==> src/rtl/vga_pkg.sv <==
// Shared definitions for the bouncing-box video block: colour widths,
// direction encoding and the four-entry colour palette.
package vga_pkg;

   localparam int RED_W   = 3;
   localparam int GREEN_W = 3;
   localparam int BLUE_W  = 2;

   typedef enum logic {
      DIR_INC = 1'b0,
      DIR_DEC = 1'b1
   } dir_t;

   typedef struct packed {
      logic [RED_W-1:0]   red;
      logic [GREEN_W-1:0] green;
      logic [BLUE_W-1:0]  blue;
   } rgb_t;

   localparam rgb_t PAL_RED   = '{red: 3'b111, green: 3'b000, blue: 2'b00};
   localparam rgb_t PAL_GREEN = '{red: 3'b000, green: 3'b111, blue: 2'b00};
   localparam rgb_t PAL_BLUE  = '{red: 3'b000, green: 3'b000, blue: 2'b11};
   localparam rgb_t PAL_WHITE = '{red: 3'b111, green: 3'b111, blue: 2'b11};
   localparam rgb_t PAL_BLACK = '{red: 3'b000, green: 3'b000, blue: 2'b00};

   // Map the 2-bit colour index onto its palette entry
   function automatic rgb_t palette(input logic [1:0] idx);
      rgb_t c;
      case (idx)
         2'd0:    c = PAL_RED;
         2'd1:    c = PAL_GREEN;
         2'd2:    c = PAL_BLUE;
         default: c = PAL_WHITE;
      endcase
      return c;
   endfunction

endpackage

==> src/rtl/bounce_axis.sv <==
// One axis of box motion: position, travel direction and a one-cycle
// bounce flag raised whenever the box hits an edge and turns around.
module bounce_axis
   import vga_pkg::*;
#(
   parameter int EXTENT = 640,
   parameter int SIZE   = 41,
   parameter int STEP   = 2,
   parameter int START  = 300
) (
   input  logic        clk,
   input  logic        rst,
   input  logic        step_en,
   output logic [10:0] pos,
   output dir_t        dir,
   output logic        bounce
);

   localparam logic [11:0] LIMIT    = 12'(EXTENT - 1);
   localparam logic [11:0] SPAN     = 12'(SIZE - 1 + STEP);
   localparam logic [10:0] STEP_V   = 11'(STEP);
   localparam logic [10:0] FAR_STOP = 11'(EXTENT - SIZE);
   localparam logic [10:0] START_V  = 11'(START);

   logic [11:0] far_edge;

   // Far edge after a forward step, kept 12 bits wide so it cannot wrap
   always_comb begin
      far_edge = {1'b0, pos} + SPAN;
   end

   // Advance one step per enabled update, clamping and reversing at either edge
   always_ff @(posedge clk or negedge rst) begin
      if (!rst) begin
         pos    <= START_V;
         dir    <= DIR_INC;
         bounce <= 1'b0;
      end else begin
         bounce <= 1'b0;
         if (step_en) begin
            if (dir == DIR_INC) begin
               if (far_edge > LIMIT) begin
                  pos    <= FAR_STOP;
                  dir    <= DIR_DEC;
                  bounce <= 1'b1;
               end else begin
                  pos <= pos + STEP_V;
               end
            end else begin
               if (pos < STEP_V) begin
                  pos    <= 11'd0;
                  dir    <= DIR_INC;
                  bounce <= 1'b1;
               end else begin
                  pos <= pos - STEP_V;
               end
            end
         end
      end
   end

endmodule

==> src/rtl/vga_bounce_box.sv <==
// Draws a square box that moves a few pixels per frame and bounces off the
// screen edges, changing colour on every bounce. Pixel output is registered
// with one clock of latency relative to hcount/vcount/blank.
module vga_bounce_box
   import vga_pkg::*;
#(
   parameter int H_ACTIVE = 640,
   parameter int V_ACTIVE = 480,
   parameter int BOX_SIZE = 41,
   parameter int STEP     = 2,
   parameter int X0       = 300,
   parameter int Y0       = 220
) (
   input  logic               clk,
   input  logic               rst,
   input  logic [10:0]        hcount,
   input  logic [10:0]        vcount,
   input  logic               blank,
   input  logic               vblank,
   input  logic               pause,
   output logic [RED_W-1:0]   red,
   output logic [GREEN_W-1:0] green,
   output logic [BLUE_W-1:0]  blue,
   output logic               bounce
);

   localparam logic [11:0] BOX_LAST = 12'(BOX_SIZE - 1);

   logic        vblank_d;
   logic        update;
   logic        step_en;
   logic [10:0] x_pos;
   logic [10:0] y_pos;
   dir_t        dir_x;
   dir_t        dir_y;
   logic        bounce_x;
   logic        bounce_y;
   logic [1:0]  colour;
   logic        hit;
   rgb_t        pixel;

   assign step_en = update & ~pause;
   assign bounce  = bounce_x | bounce_y;

   bounce_axis #(
      .EXTENT (H_ACTIVE),
      .SIZE   (BOX_SIZE),
      .STEP   (STEP),
      .START  (X0)
   ) u_axis_x (
      .clk     (clk),
      .rst     (rst),
      .step_en (step_en),
      .pos     (x_pos),
      .dir     (dir_x),
      .bounce  (bounce_x)
   );

   bounce_axis #(
      .EXTENT (V_ACTIVE),
      .SIZE   (BOX_SIZE),
      .STEP   (STEP),
      .START  (Y0)
   ) u_axis_y (
      .clk     (clk),
      .rst     (rst),
      .step_en (step_en),
      .pos     (y_pos),
      .dir     (dir_y),
      .bounce  (bounce_y)
   );

   // Register the vblank rising edge into a single update strobe per frame
   always_ff @(posedge clk or negedge rst) begin
      if (!rst) begin
         vblank_d <= 1'b1;
         update   <= 1'b0;
      end else begin
         vblank_d <= vblank;
         update   <= vblank & ~vblank_d;
      end
   end

   // Inclusive box hit test with 12-bit far edges so the sums never wrap
   always_comb begin
      hit = (hcount >= x_pos) && ({1'b0, hcount} <= ({1'b0, x_pos} + BOX_LAST)) &&
            (vcount >= y_pos) && ({1'b0, vcount} <= ({1'b0, y_pos} + BOX_LAST));
   end

   // Advance the colour once per bounce event, even when both axes bounce
   always_ff @(posedge clk or negedge rst) begin
      if (!rst) begin
         colour <= 2'd0;
      end else if (bounce) begin
         colour <= colour + 2'd1;
      end
   end

   // Registered pixel colour: black while blanked or outside the box
   always_ff @(posedge clk or negedge rst) begin
      if (!rst) begin
         pixel <= PAL_BLACK;
      end else if (blank) begin
         pixel <= PAL_BLACK;
      end else if (hit) begin
         pixel <= palette(colour);
      end else begin
         pixel <= PAL_BLACK;
      end
   end

   assign red   = pixel.red;
   assign green = pixel.green;
   assign blue  = pixel.blue;

endmodule

==> config.mk <==
export PLATFORM = sky130hd
export DESIGN_NAME = vga_bounce_box
export DESIGN_NICKNAME = d
export VERILOG_FILES = /design/src/rtl/vga_pkg.sv /design/src/rtl/bounce_axis.sv /design/src/rtl/vga_bounce_box.sv
export SDC_FILE = /design/constraint.sdc
export NUM_CORES = 1
export LEC_CHECK = 0
export CAP_MARGIN = 30
export CORE_ASPECT_RATIO = 0.6
export CORE_MARGIN = 2
export CORE_UTILIZATION = 60
export CTS_CLUSTER_SIZE = 28
export DETAILED_ROUTE_END_ITERATION = 16
export HOLD_SLACK_MARGIN = 0.15
export PLACE_DENSITY_LB_ADDON = 0.1
export SLEW_MARGIN = 40
export SYNTH_ARGS = -nofsm -noshare
export SYNTH_HDL_FRONTEND = slang
export SYNTH_SLANG_ARGS = --single-unit
==> constraint.sdc <==
create_clock -name clk -period 5.9 [get_ports clk]
set_input_delay 1.18 -clock clk [delete_from_list [all_inputs] [get_ports clk]]
set_output_delay 1.18 -clock clk [all_outputs]
set_load 0.03 [all_outputs]
==> metrics.md, run 1 <==
| Metric | Value |
|---|---|
| Residual DRC count | `0` |
| Width of the die | `104 um` |
| Layout Utilization | `70.3%` |
| Number of DRC markers after the initial detailed-route iteration | `404` |
| Total count of max-transition violations in the final report | `0` |
| Number of buffers added on ports | `35` |
| Biggest fanout along the worst timing path | `3` |
| Max Root-Sink Buffers | `2` |
| Ant. Diodes | `0` |
| Clock tree from TritonCTS | `built` |
| Antenna violations before repair | `0` |
| Max Fclk | `roughly 350 MHz` |
| Routed wire per std cell | `18.4 um` |
| Setup violators final | `0` |
| TritonCTS Sinks | `33` |
| Startpoint of the most critical register-to-register path | `u_axis_y.pos[4]$_DFFE_PN1P_` |
| Cell variety after synth | `67` |
| Quantity of gates resized following cts | `0` |
| Routability cong. | `0.966` |
| Final net count | `about 530` |
| Global-route wire length before repair | `~16000 um` |
| Net count after synthesis | `roughly 510` |
| Period Utilization, post-route | `48.8%` |
| Register bit count reported by yosys | `33` |
| Post-synthesis cell count | `431` |
| Filler cell count | `478` |
| Non-filler instance count after layout | `roughly 530` |
| Core ar. | `about 5700 um^2` |
| Number of buffers created by CTS | `5` |
| Register Area | `838 um^2` |
| Fraction of synthesis flops using an asynchronous set or reset pin | `100%` |
| Dominant cell by count in the synthesized netlist | `ha_1` |
| Area growth syn-to-layout | `11.5%` |
| Skew-Pair Late Insertion Delay | `0.29 ns` |
| Count of boundary I/O pins | `36` |
| Worst Reg2Reg Path Length in Cells | `10` |
| GRT overflow | `0` |
| Req. time, crit path | `6.10 ns` |
| Synth Flop Type | `dfrtp_1` |
| Yosys synthesis warning count | `0` |
| CTS Root Cell | `clkbuf_8` |
| Placed wire-length estimate | `about 7600 um` |
| PwrDens | `between 400 and 500 nW/um^2` |
| Total global routing track utilization | `30.6%` |
| H-tree Lvls | `2` |
| Setup repair bufs after CTS | `0` |
| Crit path time final | `2.88 ns` |
| Endpoint of the lowest-slack register-to-register path | `blue[0]$_DFF_PN0_` |
| Die span in y | `63.8 um` |
| Vias post-DR | `3476` |
| Largest net degree at the start of global routing | `34` |
| Cell types with the largest area share after synthesis | `ha_1, dfrtp_1, dfstp_2` |
| Most frequent cells after synthesis | `ha_1, o21ai_0, inv_1, a21oi_1, nor2_1` |
| Max-slew headroom at the worst pin | `a little over half` |
| Register-to-register setup slack | `3.12 ns` |
| Starting Density | `63.0%` |
| Die Outline Area | `approximately 6600 um^2` |
| Run status | `finished, final reports clean` |
| EDFF count, synth | `0` |
| Startpoint-to-endpoint class of the critical path | `in2reg` |
| Post-synthesis area per instance | `8.30 um^2` |
| Remaining antenna violation count | `0` |
| Critical path startpoint | `hcount[0]` |
| Worst Skew | `roughly 0.0079 ns` |
| Number of hold buffers added after cts | `0` |
| Worst hold-check path type | `reg2reg` |
| Slew at the pin closest to its max-slew limit | `0.706 ns` |
| Worst IR drop on VDD | `around 0.26 mV` |
| Number of iterations in the first detailed-routing pass | `5` |
| Count of endpoints failing hold in the final timing report | `0` |
| Setup tns final | `0 ns` |
| Critical path capture point type | `flip-flop` |
| Seq/Total Area, Yosys | `23.4%` |
| Number of standard-cell rows in the floorplan | `21` |
| Max-cap violations | `0` |
| Combined area of all synthesized cells | `3580 um^2` |
| Fraction of layout cells with a size suffix above 1 | `between 9 and 10%` |
| Area used by multi-input combinational logic | `~2500 um^2` |
| Number of global-route vias before repair | `3135` |
| RSZ-0062 raised after global routing | `false` |
| DRT Wirelength | `9750 um` |
| Worst Path Arrival | `between 3 and 4 ns` |
| Cell Count Post-Placement | `523` |
| Leakage Power | `approximately 0.0017 uW` |
| Clk slew on worst S/H paths | `0.08 ns` |
| Kind of start point of the critical path | `input pin` |
| End of the critical path | `blue[0]$_DFF_PN0_` |
| Via count normalized by instance count | `6.55` |
| Fraction of post-synthesis cell area in the top cell type by area | `about 18%` |
| Yosys top cell by area | `ha_1` |
-- cell families after synthesis --
logic type	count (synthesis)	share of synthesized area (%)
AOI/OAI and AO/OA	137	25.8
DFF	33	23.4
muxes	4	1.22
xor gates and xnor gates	15	3.67
and+or+nand+nor	131	20.0
buffers and inverters	60	7.98
adders and majority gates	51	17.8
-- layer usage --
| layer | GRT usage (%) | vias up | wire length (um) |
|---|---|---|---|
| met1 | 47.2 | 1634 | 4800 |
| met3 | 8.78 | 12 | 1140 |
| met2 | 41.5 | 203 | 3710 |
| met5 | 0 | - | 0 |
| met4 | 7.43 | 0 | 99 |
| li1 | - | 1627 | - |
-- flip-flops by register name, indices dropped and copies added (netlist names) --
signal and cells:
u_axis_y.bounce 1, blue 1, colour 2, u_axis_y.dir 1
vblank_d 1, update 1, red 1, u_axis_y.pos 11
u_axis_x.dir 1, green 1, u_axis_x.bounce 1, u_axis_x.pos 11
-- cell usage in the layout, fill, tap and decap left out, types with 4 or more instances in the layout --
master and n:
nand2b_1 6, nor3_1 17, a211o_1 7, and4_1 4, nand4_1 7, ha_1 51, dfstp_2 10, o211ai_1 8
inv_1 33, a21o_1 7, dfrtp_1 23, a31oi_1 8, xnor2_1 13, clkdlybuf4s50_1 35, nor2b_1 11, nor2_1 26
nand2_1 23, a211oi_1 4, nand3_1 13, o21ai_0 36, a21oi_1 28, clkbuf_8 6
-- critical path, cell delays in order --
cell and delay [ns]:
clkdlybuf4s50_1 0.45, inv_1 0.04, ha_1 0.28, nand2b_1 0.11
a21oi_1 0.06, o21ai_0 0.22, nand4_1 0.18, a311o_1 0.34
nor3_1 0.21
-- power by group --
group / leakage [uW] / switching, uW / internal (uW)
Clock: 0.0000512 / 89.2 / 94.6
Sequential: 0.000371 / 182 / 318
Combinational: 0.00129 / 577 / 434
Total: 0.00171 / 847 / 846
-- area by class of cell --
class	count	area share [%]
clock buffers	6	2.07
clock inverters	2	0.345
inverters	34	3.20
multi-input cells	338	61.5
flip-flops and latches	33	21.0
well taps	80	2.51
repair buffers	38	9.35
-- how the worst min path moves through the flow --
stage / cells after the start / end / start
2_1_floorplan: 1 / update$_DFF_PN0_ / vblank_d$_DFF_PN1_
3_3_place_gp: 1 / update$_DFF_PN0_ / vblank_d$_DFF_PN1_
3_5_place_dp: 1 / update$_DFF_PN0_ / vblank_d$_DFF_PN1_
4_1_cts: 1 / update$_DFF_PN0_ / vblank_d$_DFF_PN1_
5_1_grt: 1 / update$_DFF_PN0_ / vblank_d$_DFF_PN1_
6_report: 1 / update$_DFF_PN0_ / vblank_d$_DFF_PN1_
-- metrics by stage --
| stage | hold WS (ns) | power, uW | setup WS (ns) | cell area [um^2] |
|---|---|---|---|---|
| 2_1_floorplan | 0.464 | 1220 | 3.40 | 3580 |
| 3_3_place_gp | 0.480 | 1430 | 2.80 | 3890 |
| 3_5_place_dp | 0.489 | 1470 | 2.71 | 3890 |
| 4_1_cts | 0.509 | 1660 | 3.02 | 3990 |
| 5_1_grt | 0.550 | 1830 | 2.91 | 3990 |
| 6_report | 0.502 | 1690 | 3.02 | 3990 |
(Power assumes the default switching activity.)
==> run 2, diff against run 1 <==
--- a/config.mk
+++ b/config.mk
@@ -8,7 +8,7 @@
 export CAP_MARGIN = 30
 export CORE_ASPECT_RATIO = 0.6
 export CORE_MARGIN = 2
-export CORE_UTILIZATION = 60
+export CORE_UTILIZATION = 59
 export CTS_CLUSTER_SIZE = 28
 export DETAILED_ROUTE_END_ITERATION = 16
 export HOLD_SLACK_MARGIN = 0.15
==> constraint.sdc (replaced) <==
create_clock -name clk -period 2.8 [get_ports clk]
set_input_delay 0.56 -clock clk [delete_from_list [all_inputs] [get_ports clk]]
set_output_delay 0.56 -clock clk [all_outputs]
set_load 0.03 [all_outputs]
==> run 2 against run 1 <==
Final cell count increased by 1.3%. First-iteration DRC count increased by 23%. Critical path type is now reg2reg. Clock skew increased by 0.0050 ns. Design area increased by 1.7%. Critical path depth decreased by 2. Global-route usage decreased by 0.56 points.
==> metrics.md, run 2 (synthesis results as in run 1) <==
| Metric | Value |
|---|---|
| Via count normalized by instance count | `6.46 (was 6.55)` |
| Top Usage Layer GRT | `met1 (unchanged)` |
| Die Outline Area | `6720 um^2 (was 6610 um^2)` |
| Kind of start point of the critical path | `flip-flop (was input pin)` |
| Crit path time final | `2.63 ns` |
| Clk slew on worst S/H paths | `0.07 ns (was 0.08 ns)` |
| Regs by FF count | `u_axis_x.pos: 11 flops, u_axis_y.pos: 11 flops, colour: 2 flops (unchanged)` |
| Width of the die | `105 um (was 104 um)` |
| Non-filler instance count after layout | `538 (was 531)` |
| Starting Density | `62.7% (was 63.0%)` |
| Max stage delay cell, worst path | `dfstp_2 (was clkdlybuf4s50_1)` |
| Met2 usage in global routing | `42.2% (was 41.5%)` |
| Skew-Pair Late Insertion Delay | `0.28 ns (was 0.29 ns)` |
| Ant. Diodes | `0 (unchanged)` |
| Worst Path Arrival | `2.80 ns (was 3.08 ns)` |
| Worst hold-check path type | `reg2reg (unchanged)` |
| Routed wire per std cell | `17.9 um (was 18.4 um)` |
| Antenna violations before repair | `0 (unchanged)` |
| Count of endpoints failing hold in the final timing report | `0 (unchanged)` |
| Number of global-route vias before repair | `3226 (was 3135)` |
| Global-route met3 utilization | `6.94% (was 8.78%)` |
| Number of standard-cell rows in the floorplan | `21 (unchanged)` |
| Post-Place Cell Area | `3940 um^2 (was 3890 um^2)` |
| CTS Root Cell | `clkbuf_8 (unchanged)` |
| Residual DRC count | `0 (unchanged)` |
| Vias post-DR | `3475 (was 3476)` |
| Global-route wire length before repair | `16000 um (about the same)` |
| Run status | `finished, final reports clean (unchanged)` |
| CP max stage delay | `0.65 ns (was 0.45 ns)` |
| Leakage Power | `0.00174 uW (was 0.00171 uW)` |
| GRT overflow | `0 (unchanged)` |
| Post-route standard cell area excluding fillers | `4060 um^2 (was 3990 um^2)` |
| Total global routing track utilization | `30.0% (was 30.6%)` |
| Fraction of layout cells with a size suffix above 1 | `10.9% (was 9.09%)` |
| Number of iterations in the first detailed-routing pass | `5 (unchanged)` |
| Max Root-Sink Buffers | `2 (unchanged)` |
| Clock tree from TritonCTS | `built (unchanged)` |
| Largest net degree at the start of global routing | `34 (unchanged)` |
| Critical path cell sequence | `inv_1, ha_1, a211oi_4, nor2_1, a221o_1, a211o_1, o311ai_1 (was clkdlybuf4s50_1, inv_1, ha_1, nand2b_1, a21oi_1, o21ai_0, nand4_1, a311o_1, nor3_1)` |
| Req. time, crit path | `2.97 ns (was 6.10 ns)` |
| Count of boundary I/O pins | `36 (unchanged)` |
| Area growth syn-to-layout | `13.4% (was 11.5%)` |
| PwrDens | `899 nW/um^2 (was 425 nW/um^2)` |
| Setup violators final | `0 (unchanged)` |
| Core ar. | `5700 um^2 (was 5680 um^2)` |
| Critical path capture point type | `flip-flop (unchanged)` |
| Startpoint-to-endpoint class of the critical path | `reg2reg (was in2reg)` |
| Worst IR drop on VDD | `0.618 mV (was 0.261 mV)` |
| DRT Wirelength | `9630 um (was 9750 um)` |
| Worst Skew | `0.0129 ns (was 0.00790 ns)` |
| Cell Count Post-Placement | `530 (was 523)` |
| Die span in y | `64.3 um (was 63.8 um)` |
| Slew at the pin closest to its max-slew limit | `0.554 ns (was 0.706 ns)` |
| TritonCTS Sinks | `33 (unchanged)` |
| Routability cong. | `0.996 (was 0.966)` |
| Number of DRC markers after the initial detailed-route iteration | `495 (was 404)` |
| Period Utilization, post-route | `93.8%` |
| Leading cell type in the layout, fill and taps excluded | `ha_1 (unchanged)` |
| Total count of max-transition violations in the final report | `0 (unchanged)` |
| Max-slew headroom at the worst pin | `62.9% (was 52.5%)` |
| Biggest fanout along the worst timing path | `11 (was 3)` |
| Placed wire-length estimate | `7750 um (was 7610 um)` |
| RSZ-0062 raised after global routing | `true (was false)` |
| Final net count | `535 (was 528)` |
| Top library cells by usage in the layout, fill and taps aside | `ha_1, o21ai_0, clkdlybuf4s50_1, inv_1, a21oi_1 (unchanged)` |
| Number of buffers created by CTS | `5 (unchanged)` |
| Met1 layer usage reported by global route | `46.8% (was 47.2%)` |
| Max Fclk | `381 MHz` |
| Number of buffers added on ports | `35 (unchanged)` |
| Remaining antenna violation count | `0 (unchanged)` |
| Max-cap violations | `0 (unchanged)` |
| H-tree Lvls | `2 (unchanged)` |
run 2: routing by layer:
layer,share of wire [%],routed length [um]
met1,50,4830
met2,38,3690
met3,11,1060
met4,0.67,65
met5,0,0
run 2: power breakdown:
part	switching [uW]	leakage [uW]	total [uW]	internal [uW]
Clock	177	0.0000512	376	199
Combinational	1280	0.00132	2240	960
Sequential	360	0.000371	1030	670
Total	1820	0.00174	3650	1830
run 2: area by class of cell:
type                       instances  area, um^2
clock buffer                       6        82.6
clock inverter                     2        13.8
fill                             465        1650
inverter                          34         128
multi-input combinational        338        2470
sequential                        33         838
tap                               80         100
timing repair buffer              45         425
run 2: repair_timing:
item | CTS | global route
hold endpoints to repair | 0 | 0
setup buffers | 0 | 0
gates resized for setup | 0 | 4
hold buffers | 0 | 0
endpoints found under the setup margin | 0 | 5
run 2: path summary, 6_finish.rpt:
check / start / to / slack [ns] / cells after the start
setup reg to reg: u_axis_x.pos[3]$_DFFE_PN1P_ / u_axis_x.pos[5]$_DFFE_PN1P_ / 0.17 / 7
hold / removal: vblank_d$_DFF_PN1_ / update$_DFF_PN0_ / 0.51 / 1
setup / recovery: u_axis_x.pos[3]$_DFFE_PN1P_ / u_axis_x.pos[5]$_DFFE_PN1P_ / 0.17 / 7
max in group asynchronous: rst / u_axis_x.pos[5]$_DFFE_PN1P_ / 1.77 / 2
hold reg to reg: vblank_d$_DFF_PN1_ / update$_DFF_PN0_ / 0.51 / 1
min in group asynchronous: rst / u_axis_x.pos[10]$_DFFE_PN0P_ / 0.69 / 2
run 2: per-stage QoR:
| stage | utilization, % | setup TNS [ns] | power (uW) | worst slack (ns) | hold WS (ns) |
|---|---|---|---|---|---|
| after CTS | 70.9 | 0 | 3540 | 0.148 | 0.522 |
| final | 71.1 | 0 | 3650 | 0.174 | 0.506 |
| after floorplan | - | 0 | 2580 | 0.437 | 0.264 |
| after detailed placement | 69.2 | 0 | 3150 | 0.168 | 0.502 |
| after global placement | 69.2 | 0 | 3060 | 0.265 | 0.481 |
| after global routing | 71.1 | -0.0132 | 3950 | -0.0132 | 0.538 |
run 2: worst max-delay path: cells and delay by family (launching register included):
family | cells | cell delay (ns)
compound gates | 4 | 1.41
flops | 1 | 0.65
fa+ha+maj | 1 | 0.25
buf+inv | 1 | 0.14
simple gates | 1 | 0.07
==> run 3, diff against run 2 <==
--- a/config.mk
+++ b/config.mk
@@ -12,6 +12,7 @@
 export CTS_CLUSTER_SIZE = 28
 export DETAILED_ROUTE_END_ITERATION = 16
 export HOLD_SLACK_MARGIN = 0.15
+export MAX_ROUTING_LAYER = met4
 export PLACE_DENSITY_LB_ADDON = 0.1
 export SLEW_MARGIN = 40
 export SYNTH_ARGS = -nofsm -noshare
==> run 3 against run 2 <==
First-iteration DRC count up 17%. Non-clock buffer count up 4. Sequential cell count unchanged. Core utilization up 0.29 points. Global-route usage up 1.7 points. Sequential power down 5%. Via count down 0.78%. Final cell count up 0.74%. Clock skew down 0.0032 ns. Die area unchanged.
==> metrics.md, run 3 (synthesis results as in run 1) <==
| Metric | Value |
|---|---|
| Run status | `finished, final reports clean (unchanged)` |
| Starting Density | `62.7% (unchanged)` |
| Register-to-register setup slack | `0.16 ns (was 0.17 ns)` |
| Leading cell type in the layout, fill and taps excluded | `ha_1 (unchanged)` |
| Remaining antenna violation count | `0 (unchanged)` |
| CTS Root Cell | `clkbuf_8 (unchanged)` |
| Ant. Diodes | `0 (unchanged)` |
| Area growth syn-to-layout | `13.9% (was 13.4%)` |
| Critical path capture point type | `flip-flop (unchanged)` |
| Period Utilization, post-route | `94.1% (was 93.8%)` |
| Number of buffers added on ports | `35 (unchanged)` |
| Worst hold-check path type | `reg2reg (unchanged)` |
| Placed wire-length estimate | `7710 um (was 7750 um)` |
| Setup violators final | `0 (unchanged)` |
| Highest metal layer with signal wires | `met4 (unchanged)` |
| Endpoint of the lowest-slack register-to-register path | `u_axis_x.pos[5]$_DFFE_PN1P_ (unchanged)` |
| Critical path cell sequence | `inv_1, ha_1, a211oi_2, nor2_1, a221o_1, a211o_1, o311ai_1 (was inv_1, ha_1, a211oi_4, nor2_1, a221o_1, a211o_1, o311ai_1)` |
| Register Area | `838 um^2 (unchanged)` |
| Gate family responsible for the most delay along the worst path | `compound AO/OA/AOI/OAI gates (unchanged)` |
| Leakage Power | `0.00176 uW (was 0.00174 uW)` |
| Setup tns final | `0 ns (unchanged)` |
| Via count normalized by instance count | `6.36 (was 6.46)` |
| Number of standard-cell rows in the floorplan | `21 (unchanged)` |
| Number of buffer and inverter stages on the critical path | `1 (unchanged)` |
| Slew at the pin closest to its max-slew limit | `0.516 ns (was 0.554 ns)` |
| Top library cells by usage in the layout, fill and taps aside | `ha_1, o21ai_0, clkdlybuf4s50_1, inv_1, a21oi_1 (unchanged)` |
| Number of DRC markers after the initial detailed-route iteration | `578 (was 495)` |
| Max-cap violations | `0 (unchanged)` |
| PwrDens | `891 nW/um^2 (was 899 nW/um^2)` |
| Startpoint-to-endpoint class of the critical path | `reg2reg (unchanged)` |
| Max stage delay cell, worst path | `dfstp_2 (unchanged)` |
| DRT Wirelength | `9680 um (was 9630 um)` |
| Antenna violations before repair | `0 (unchanged)` |
| Count of boundary I/O pins | `36 (unchanged)` |
| Total count of max-transition violations in the final report | `0 (unchanged)` |
| Worst Reg2Reg Path Length in Cells | `7 (unchanged)` |
| Total length of routed met3 wires | `1030 um (was 1060 um)` |
| Wire length on met2 | `3670 um (was 3690 um)` |
| Max Fclk | `379 MHz (was 381 MHz)` |
| Total global routing track utilization | `31.8% (was 30.0%)` |
| Vias post-DR | `3448 (was 3475)` |
| Fraction of layout cells with a size suffix above 1 | `11.5% (was 10.9%)` |
| Crit path time final | `2.64 ns (was 2.63 ns)` |
| Width of the die | `105 um (unchanged)` |
| Worst Path Arrival | `2.83 ns (was 2.80 ns)` |
| Biggest fanout along the worst timing path | `11 (unchanged)` |
| Count of cells along the worst hold path | `1 (unchanged)` |
| Final net count | `539 (was 535)` |
| Max Root-Sink Buffers | `2 (unchanged)` |
| Die Outline Area | `6720 um^2 (unchanged)` |
| Largest net degree at the start of global routing | `34 (unchanged)` |
| Skew-Pair Late Insertion Delay | `0.29 ns (was 0.28 ns)` |
| Core ar. | `5700 um^2 (unchanged)` |
| Setup repair bufs after CTS | `0 (unchanged)` |
| Routability cong. | `0.958 (was 0.996)` |
| CP max stage delay | `0.65 ns (about the same)` |
| Number of global-route vias before repair | `3267 (was 3226)` |
| TritonCTS Sinks | `33 (unchanged)` |
| Number of iterations in the first detailed-routing pass | `5 (unchanged)` |
| Area used by multi-input combinational logic | `2450 um^2 (was 2470 um^2)` |
| Routed length on met1 | `4950 um (was 4830 um)` |
| Worst Skew | `0.00969 ns (was 0.0129 ns)` |
| Filler cell count | `477 (was 465)` |
| H-tree Lvls | `2 (unchanged)` |
| Number of buffers created by CTS | `5 (unchanged)` |
| Die span in y | `64.3 um (unchanged)` |
| Clock tree from TritonCTS | `built (unchanged)` |
| GRT overflow | `0 (unchanged)` |
| Count of endpoints failing hold in the final timing report | `0 (unchanged)` |
| Routed wire per std cell | `17.9 um (about the same)` |
| Req. time, crit path | `2.99 ns (was 2.97 ns)` |
| RSZ-0062 raised after global routing | `false (was true)` |
| Max-slew headroom at the worst pin | `65.6% (was 62.9%)` |
| Hold Path End | `update$_DFF_PN0_ (unchanged)` |
| Worst IR drop on VDD | `0.544 mV (was 0.618 mV)` |
| Worst hold start | `vblank_d$_DFF_PN1_ (unchanged)` |
| Regs by FF count | `u_axis_x.pos: 11 flops, u_axis_y.pos: 11 flops, colour: 2 flops (unchanged)` |
| Residual DRC count | `0 (unchanged)` |
| Global-route wire length before repair | `16500 um (was 16000 um)` |
| Startpoint of the most critical register-to-register path | `u_axis_x.pos[3]$_DFFE_PN1P_ (unchanged)` |
| Layout Utilization | `71.4% (was 71.1%)` |
| Clk slew on worst S/H paths | `0.07 ns (about the same)` |
| Kind of start point of the critical path | `flip-flop (unchanged)` |
-- run 3: worst max path at each step --
stage                                   to                        start  slack [ns]  cells after the start
6_report       u_axis_x.pos[5]$_DFFE_PN1P_  u_axis_x.pos[3]$_DFFE_PN1P_        0.16                      7
3_5_place_dp            green[1]$_DFF_PN0_  u_axis_y.pos[3]$_DFFE_PN1P_        0.20                     10
5_1_grt                 green[1]$_DFF_PN0_  u_axis_y.pos[3]$_DFFE_PN1P_       0.002                     10
3_3_place_gp            green[1]$_DFF_PN0_  u_axis_y.pos[3]$_DFFE_PN1P_        0.25                     10
4_1_cts                 green[1]$_DFF_PN0_  u_axis_y.pos[3]$_DFFE_PN1P_        0.19                     10
2_1_floorplan            blue[0]$_DFF_PN0_  u_axis_y.pos[7]$_DFFE_PN1P_        0.44                     11
-- run 3: final cells by class --
| class | instances | share of cell area [%] |
|---|---|---|
| Tap cell | 80 | 2.46 |
| Clock inverter | 2 | 0.338 |
| Timing Repair Buffer | 49 | 11.2 |
| Inverter | 34 | 3.13 |
| Sequential cell | 33 | 20.6 |
| Clock buffer | 6 | 2.03 |
| Multi-Input combinational cell | 338 | 60.3 |
-- run 3: timing repair --
action                                  CTS  global route
hold buffers                              0             0
gates resized for setup                   0             2
endpoints found under the setup margin    0             3
-- run 3: power breakdown --
| part | switching (uW) | total, uW | internal [uW] |
|---|---|---|---|
| Clock | 181 | 380 | 199 |
| Sequential | 310 | 981 | 671 |
| Combinational | 1300 | 2270 | 972 |
| Total | 1790 | 3630 | 1840 |
-- run 3: worst register-to-register path: cells and delay by family (launching register included) --
kind                       cells  cell delay, ns
buffers and inverters          1            0.15
adders and majority gates      1            0.24
AOI/OAI and AO/OA              4            1.43
DFF                            1            0.65
and+or+nand+nor                1            0.07
-- run 3: routing by layer --
metal | vias up | track usage (%)
met5 | - | -
met4 | 0 | 3.89
met3 | 6 | 6.43
met2 | 174 | 41.7
met1 | 1626 | 50.2
li1 | 1642 | -
-- run 3: per-stage QoR --
stage | hold slack, ns | power, uW | worst slack [ns] | cells | area (um^2)
CTS | 0.505 | 3570 | 0.190 | 542 | 4070
global route | 0.502 | 3980 | 0.00195 | 542 | 4070
global placement | 0.475 | 3100 | 0.250 | 534 | 3970
finish | 0.500 | 3630 | 0.165 | 542 | 4070
floorplan | 0.264 | 2580 | 0.437 | 431 | 3580
detailed placement | 0.484 | 3170 | 0.203 | 534 | 3970
